## config.mk

```make
export PLATFORM = sky130hd
export DESIGN_NAME = power_seq_ctrl
export DESIGN_NICKNAME = d
export VERILOG_FILES = /design/src/rtl/power_seq_ctrl.sv
export SDC_FILE = /design/constraint.sdc
export NUM_CORES = 1
export LEC_CHECK = 0
export CORE_UTILIZATION = 34
export DETAILED_ROUTE_END_ITERATION = 10
export PLACE_DENSITY = 0.53
export SYNTH_ARGS = -nofsm -noshare
export SYNTH_HDL_FRONTEND = slang
export SYNTH_SLANG_ARGS = --single-unit
```

## constraint.sdc

```tcl
create_clock -name clk_in -period 3.5 [get_ports clk_in]
set_input_delay 0.7 -clock clk_in [delete_from_list [all_inputs] [get_ports clk_in]]
set_output_delay 0.7 -clock clk_in [all_outputs]
set_load 0.02 [all_outputs]
```

## src/rtl/power_seq_ctrl.sv

```systemverilog
// Power-on/off sequencer: brings up the PFC stage, then the DC-DC stage, from the filtered
// front-panel switch, tears down in reverse order, and retries faults up to a lockout limit.
module power_seq_ctrl #(
  parameter int CNT_W      = 20,
  parameter int PFC_DLY    = 1000,
  parameter int PFC_TMO    = 500000,
  parameter int DCDC_DLY   = 2000,
  parameter int OFF_DLY    = 1000,
  parameter int RETRY_WAIT = 100000,
  parameter int RETRY_MAX  = 3
) (
  input  logic       clk_in,
  input  logic       rst_i,
  input  logic       sw_state_i,
  input  logic       pfc_ok_i,
  input  logic       fault_i,
  output logic       pfc_en_o,
  output logic       dcdc_en_o,
  output logic       run_o,
  output logic       lockout_o,
  output logic [2:0] state_o
);

  typedef enum logic [2:0] {
    IDLE       = 3'd0,
    PFC_START  = 3'd1,
    PFC_WAIT   = 3'd2,
    DCDC_START = 3'd3,
    RUN        = 3'd4,
    SHUTDOWN   = 3'd5,
    FAULT      = 3'd6,
    LOCKOUT    = 3'd7
  } state_t;

  localparam logic [CNT_W-1:0] PFC_DLY_LAST    = CNT_W'(PFC_DLY - 1);
  localparam logic [CNT_W-1:0] PFC_TMO_LAST    = CNT_W'(PFC_TMO - 1);
  localparam logic [CNT_W-1:0] DCDC_DLY_LAST   = CNT_W'(DCDC_DLY - 1);
  localparam logic [CNT_W-1:0] OFF_DLY_LAST    = CNT_W'(OFF_DLY - 1);
  localparam logic [CNT_W-1:0] RETRY_WAIT_LAST = CNT_W'(RETRY_WAIT - 1);
  localparam logic [2:0]       RETRY_LIMIT     = 3'(RETRY_MAX);

  state_t           state, next_state;
  logic [CNT_W-1:0] cnt, next_cnt, cnt_limit;
  logic [2:0]       retry_cnt, next_retry, retry_inc;
  logic             cnt_done;

  // Timed states leave on their last counted cycle; untimed states keep the counter parked at 0.
  always_comb begin
    cnt_limit = '0;
    case (state)
      PFC_START:  cnt_limit = PFC_DLY_LAST;
      PFC_WAIT:   cnt_limit = PFC_TMO_LAST;
      DCDC_START: cnt_limit = DCDC_DLY_LAST;
      SHUTDOWN:   cnt_limit = OFF_DLY_LAST;
      FAULT:      cnt_limit = RETRY_WAIT_LAST;
      default:    cnt_limit = '0;
    endcase
  end

  assign cnt_done  = (cnt == cnt_limit);
  assign retry_inc = (retry_cnt >= RETRY_LIMIT) ? RETRY_LIMIT : retry_cnt + 3'd1;

  always_comb begin
    next_state = state;
    next_retry = retry_cnt;
    case (state)
      IDLE: begin
        if (sw_state_i) next_state = PFC_START;
        else            next_retry = '0;
      end
      PFC_START: begin
        if (!sw_state_i)   next_state = IDLE;
        else if (cnt_done) next_state = PFC_WAIT;
      end
      PFC_WAIT: begin
        if (pfc_ok_i)         next_state = DCDC_START;
        else if (!sw_state_i) next_state = SHUTDOWN;
        else if (cnt_done)    next_state = FAULT;
      end
      DCDC_START: begin
        if (!pfc_ok_i)        next_state = FAULT;
        else if (!sw_state_i) next_state = SHUTDOWN;
        else if (cnt_done)    next_state = RUN;
      end
      RUN: begin
        if (!pfc_ok_i)        next_state = FAULT;
        else if (!sw_state_i) next_state = SHUTDOWN;
      end
      SHUTDOWN: begin
        if (cnt_done) next_state = IDLE;
      end
      FAULT: begin
        if (cnt_done && !fault_i) next_state = IDLE;
      end
      LOCKOUT: begin
        if (!sw_state_i && !fault_i) begin
          next_state = IDLE;
          next_retry = '0;
        end
      end
    endcase

    // A hard fault pre-empts every active state, even a same-cycle switch-off or timeout.
    if (fault_i && (state != FAULT) && (state != LOCKOUT))
      next_state = FAULT;

    if ((next_state == FAULT) && (state != FAULT)) begin
      next_retry = retry_inc;
      if (retry_inc == RETRY_LIMIT) next_state = LOCKOUT;
    end

    next_cnt = (next_state != state) ? '0 : (cnt_done ? cnt : cnt + CNT_W'(1));
  end

  // Outputs are decoded from the next state so they switch on the same edge as the state.
  always_ff @(posedge clk_in) begin
    if (rst_i) begin
      state     <= IDLE;
      cnt       <= '0;
      retry_cnt <= '0;
      pfc_en_o  <= 1'b0;
      dcdc_en_o <= 1'b0;
      run_o     <= 1'b0;
      lockout_o <= 1'b0;
      state_o   <= 3'd0;
    end else begin
      state     <= next_state;
      cnt       <= next_cnt;
      retry_cnt <= next_retry;
      pfc_en_o  <= (next_state == PFC_WAIT) || (next_state == DCDC_START) ||
                   (next_state == RUN) || (next_state == SHUTDOWN);
      dcdc_en_o <= (next_state == RUN);
      run_o     <= (next_state == RUN);
      lockout_o <= (next_state == LOCKOUT);
      state_o   <= next_state;
    end
  end

endmodule

```

# --- Word-level counts from Yosys, hierarchy flattened ---
# Index checks and enable logic that the tools add are counted.
# Widths: inputs -> output; s select.
op_classes:
  magnitude_cmp: 1
  n_reduce_logical: 15
  n_addsub: 2
  mux: 24
  eq_ne: 20
ops:
  columns: ["op", "n"]
  rows:
  - ["$pmux 19 s4", 1]
  - ["$mux 3", 21]
  - ["$eq 3x3->1 const B", 8]
  - ["$pmux 3 s8", 1]
  - ["$add 20x1->20 const B", 1]
  - ["$eq 20x20->1", 1]
  - ["$eq 3x2->1 const B", 5]
  - ["$ne 3x3->1 const B", 4]
  - ["$pmux 3 s2", 1]
  - ["$logic_and 1x1->1", 5]
  - ["$reduce_or 2->1", 2]
  - ["$add 3x1->3 const B", 1]
  - ["$eq 3x1->1 const B", 1]
  - ["$ge 3x2->1 const B", 1]
  - ["$logic_not 3->1", 1]
  - ["$logic_or 1x1->1", 3]
  - ["$ne 3x3->1", 1]
  - ["$reduce_and 3->1", 1]
  - ["$reduce_bool 3->1", 1]
  - ["$logic_not 1->1", 2]
totals:
  wordCells: 68
  input_bits: 5
  regBits: 29

# --- Logic depth before layout (Yosys ltp) ---
# Gate-level depths: netlist of run 1.
depth:
  depth_word: 16
  depth_mapped: 13
  ltp_nobuf: 9

# --- Worst setup path after synthesis of run 1 ---
# OpenSTA, ideal clock, no wires.
synth_timing:
  path_kind: "flip-flop to flip-flop"
  from: "register state[0]"
  to: "register cnt[0]"
  t_required_ns: 3.427
  slack_ns: 0.622
  path_buffers: 3
  arrival_time_ns: 2.806
  synth_period_minus_slack_ns: 2.878
  path_stages_with_launch: 13
  path_cell_list: "dfxtp_1 buf_2 nor2b_1 or3_1 a211o_1 nor3_2 and2_4 buf_12 mux2i_2 xnor2_1 or3_1 buf_2 nor3b_2"
synth_between:
  elab_chain_cells: 14
  word_cells_on_any_way: 38
synth_lines:
  columns: ["item", "line", "rtl"]
  rows:
  - ["start: declaration", "42", "state_t state, next_state;"]
  - ["start signal: assignment", "127", "state <= next_state;"]
  - ["$eq 3x3->1 / $eq 3x1->1 (equally long branches)", "50, 66", null]
  - ["$reduce_or 2->1 (no source line)", null, null]
  - ["$pmux 19 s4", "50", "case (state)"]
  - ["$eq 20x20->1", "60", "assign cnt_done = (cnt == cnt_limit);"]
  - ["$mux 3, on equally long branches", "83, 78", null]
  - ["$mux 3, on equally long branches", "82, 77", null]
  - ["$mux 3, on equally long branches", "81, 76", null]
  - ["$pmux 3 s8", "66", "case (state)"]
  - ["$mux 3", "104", "if (fault_i && (state != FAULT) && (state != LOCKOUT))"]
  - ["$eq 3x3->1", "107", "if ((next_state == FAULT) && (state != FAULT)) begin"]
  - ["$logic_and 1x1->1", "107", null]
  - ["$mux 3", "107", null]
  - ["$ne 3x3->1", "112", "next_cnt = (next_state != state) ? '0 : (cnt_done ? cnt : cnt + CNT_W'(1));"]
  - ["$reduce_or 2->1 (no source line)", null, null]
  - ["end signal: assignment", "128", "cnt <= next_cnt;"]
  - ["end: declaration", "43", "logic [CNT_W-1:0] cnt, next_cnt, cnt_limit;"]
# Several ways; a longest one is shown, not always the timed one.
# A chain may end at the register's enable or synchronous reset.

# --- Worst setup path after layout of run 1 ---
layout_timing:
  from: "register state[1]"
  to: "register cnt[7]"
# The elaborated chain is that of the path after synthesis.

==> results_dict.tcl, run 1 <==
set metrics [dict create \
    status "complete, no violations" \
    syn_inst 250 \
    cp_num_buf_inv 2 \
    dr.pass1.iters 4 \
    tightest_slew_ps 645.3 \
    fin_crit_sh_pct 87.54 \
    seq_area_frac_synth_pct 27.99 \
    synth-seq-cells 29 \
    routabilityCongestion 0.8150 \
    nNetsFinal 264 \
    holdBufCountCts 0 \
    synthArstFlopShare_pct 0 \
    cp_cell_sequence "buf_4, nand2_2, mux2i_1, a2bb2oi_1, a2111oi_2, and2_4, mux2i_2, xnor2_1, or3_1, buf_4, nor3_2" \
    cp_slowest_stage_delay_ps 420 \
    cp_max_fo 30 \
    hold_slack_ps 499.8 \
    synth_top_cell_area_share_pct 27.99 \
    drc 0 \
    avgViaCountPerCell 5.274 \
    place_area_um2 2233 \
    start_kind "register" \
    synth_flop_cell "dfxtp_1" \
    netlist_area_um2 2074 \
    syn_to_final_growth_pct 13.27 \
    grt_overflow 0 \
    dieArea_um2 6418 \
    synth-edff-count 0 \
    grt_max_degree 31 \
    core_area_um2 5886 \
    post_cts_buffers 0 \
    drv_cap 0 \
    critPathKind "reg -> reg" \
    critPathTopFamily "simple AND/OR/NAND/NOR gates" \
    drtIter0Drc 60 \
    finalCriticalPeriod_ps 3064 \
    cts_root_buf "clkbuf_8" \
    irDropWorstVdd_mv 0.4069 \
    max_slew_margin_pct 56.65 \
    startpoint "state[1]" \
    fin_skew_ps 6.086 \
    endpoint_kind "register" \
    syn_nets 258 \
    synth.most_common_cell "dfxtp_1" \
    power_density_nw_per_um2 455.1 \
    cts.repair.resized 0 \
    final_cell_area_um2 2350 \
    start_util_pct 35.25 \
    ys_top_cells_by_area "dfxtp_1 (28%), nor3_2 (9.2%), xor2_1 (5.1%)" \
    fin_util_pct 39.92 \
    fin_ws_ps 436.0 \
    grt_pass1_wl_um 8045 \
    holdCritStartpoint "retry_cnt[2]" \
    clk_pin_slew_ps 70 \
    antenna_found_initial 0 \
    worst_path_most_repeated_cell "buf_4" \
    wirelength_um 4457 \
    io_buffers 11 \
    grt_pass1_vias 1677 \
    die_y_um 80.11 \
    p_leak_nw 0.8166 \
    worst_ep_arrival_time_ps 3280 \
    crit-reg2reg-launch "state[1]" \
    slew_violations 0 \
    synth.avg_cell_area_um2 8.298 \
    layout-drive-gt1-share_pct 16.73 \
    h-tree-depth 2 \
    fin_tns_setup_ps 0 \
    ios 12 \
    worstPathRequired_ps 3710 \
    diodes 0 \
    clk_path_buf_depth 2 \
    min_path_type "reg -> reg" \
    cts_tree "built" \
    track_usage_pct 16.09 \
    synth.largest_area_cell "dfxtp_1" \
    hold_violations 0 \
    pre_cts_ws_ps 327.0 \
    rows 28 \
    cp_slowest_cell "a2111oi_2" \
    max_freq_mhz 326.4 \
    yosysUniqueCellTypes 50 \
    insertion_delay_ps 280 \
    cts_sinks 29 \
    synthTopCellsByCount "dfxtp_1 (29), nand2_1 (22), nor3_2 (19)" \
    rsz0062_at_grt "false" \
    dp_hpwl_um 3141 \
    setup_viol 0 \
    die_w_um 80.11 \
    fill_cells 631 \
    avgRoutedWirePerCell_um 13.42 \
    route.vias.total 1751 \
    ys_warn_count 0 \
    cts_made_buffers 5 \
    ant_nets 0 \
]
routing by layer:
metal / wire [um] / vias up / GRT usage, %
li1: - / 903 / -
met1: 2225 / 817 / 21.64
met2: 2017 / 27 / 25.04
met3: 152 / 4 / 3.409
met4: 61 / 0 / 6.071
met5: 0 / - / 0
tightest hold or removal path: cells and delay by family, from the launching register on:
| kind | cells | cell delay (ps) |
|---|---|---|
| DFF | 1 | 330 |
| and+or+nand+nor | 1 | 60 |
| muxes | 1 | 60 |
power breakdown:
part / switching (W) / internal [W] / total (W)
combinational: 0.000205 / 0.000138 / 0.000344
clock: 0.000133 / 0.000232 / 0.000364
sequential: 0.0000157 / 0.000346 / 0.000361
total: 0.000353 / 0.000716 / 0.00107
stage by stage:
| stage | power (W) | cells |
|---|---|---|
| floorplan | 0.0006364 | 250 |
| global placement | 0.0007158 | 324 |
| detailed placement | 0.0007147 | 324 |
| CTS | 0.001081 | 332 |
| global route | 0.001130 | 332 |
| finish | 0.001069 | 332 |
sequential cells by signal (all words and copies together) (netlist names):
| name | flops |
|---|---|
| pfc_en_o | 1 |
| state | 3 |
| retry_cnt | 3 |
| run_o | 1 |
| cnt | 20 |
| lockout_o | 1 |
kinds of logic after synthesis:
family / after synthesis / share of synthesized area (%)
xor gates and xnor gates: 23 / 9.710
buffers and inverters: 26 / 6.936
AOI/OAI and AO/OA: 52 / 17.43
and+or+nand+nor: 107 / 31.00
muxes: 10 / 5.127
adders and majority gates: 3 / 1.810
DFF: 29 / 27.99
path summary, 6_finish.rpt:
check	cells after the start	slack (ps)	to
worst max register to register	11	440	cnt[7]
worst min-delay path	2	500	retry_cnt[2]
worst max-delay path	11	440	cnt[7]
worst min register to register	2	500	retry_cnt[2]
cell usage in the layout (no fill, tap or decap), drive strengths merged, types with 3 or more instances in the layout:
cell	synthesis	final
ha	3	3
a31oi	4	4
and3	7	7
dfxtp	29	29
nand3	12	12
a211oi	5	5
inv	7	7
a21oi	14	14
nor3b	4	4
xnor2	11	11
nand4b	3	3
o211ai	4	4
o22ai	3	3
mux2i	8	8
buf	13	7
a21o	3	3
xor2	12	12
or3	8	8
clkbuf	6	7
nand2	23	23
nor2	18	18
o21ai	8	8
clkdlybuf4s50	0	11
nor3	23	23
final cells by class:
| class | instances | area, um^2 | share of cell area (%) |
|---|---|---|---|
| well taps | 75 | 93.84 | 3.994 |
| repair buffers | 18 | 175.2 | 7.455 |
| inverters | 7 | 26.28 | 1.118 |
| multi-input cells | 195 | 1358 | 57.77 |
| clock inverters | 1 | 30.03 | 1.278 |
| clock buffers | 7 | 86.33 | 3.674 |
| flip-flops and latches | 29 | 580.6 | 24.71 |
Power figures use the tool's default switching activity.
==> inputs of run 2 (changes only) <==
--- a/config.mk
+++ b/config.mk
@@ -11,3 +11,4 @@
 export SYNTH_ARGS = -nofsm -noshare
 export SYNTH_HDL_FRONTEND = slang
 export SYNTH_SLANG_ARGS = --single-unit
+export TNS_END_PERCENT = 100
==> results of run 2 <==
The final DEF is identical to that of run 1; final timing and power are the same.
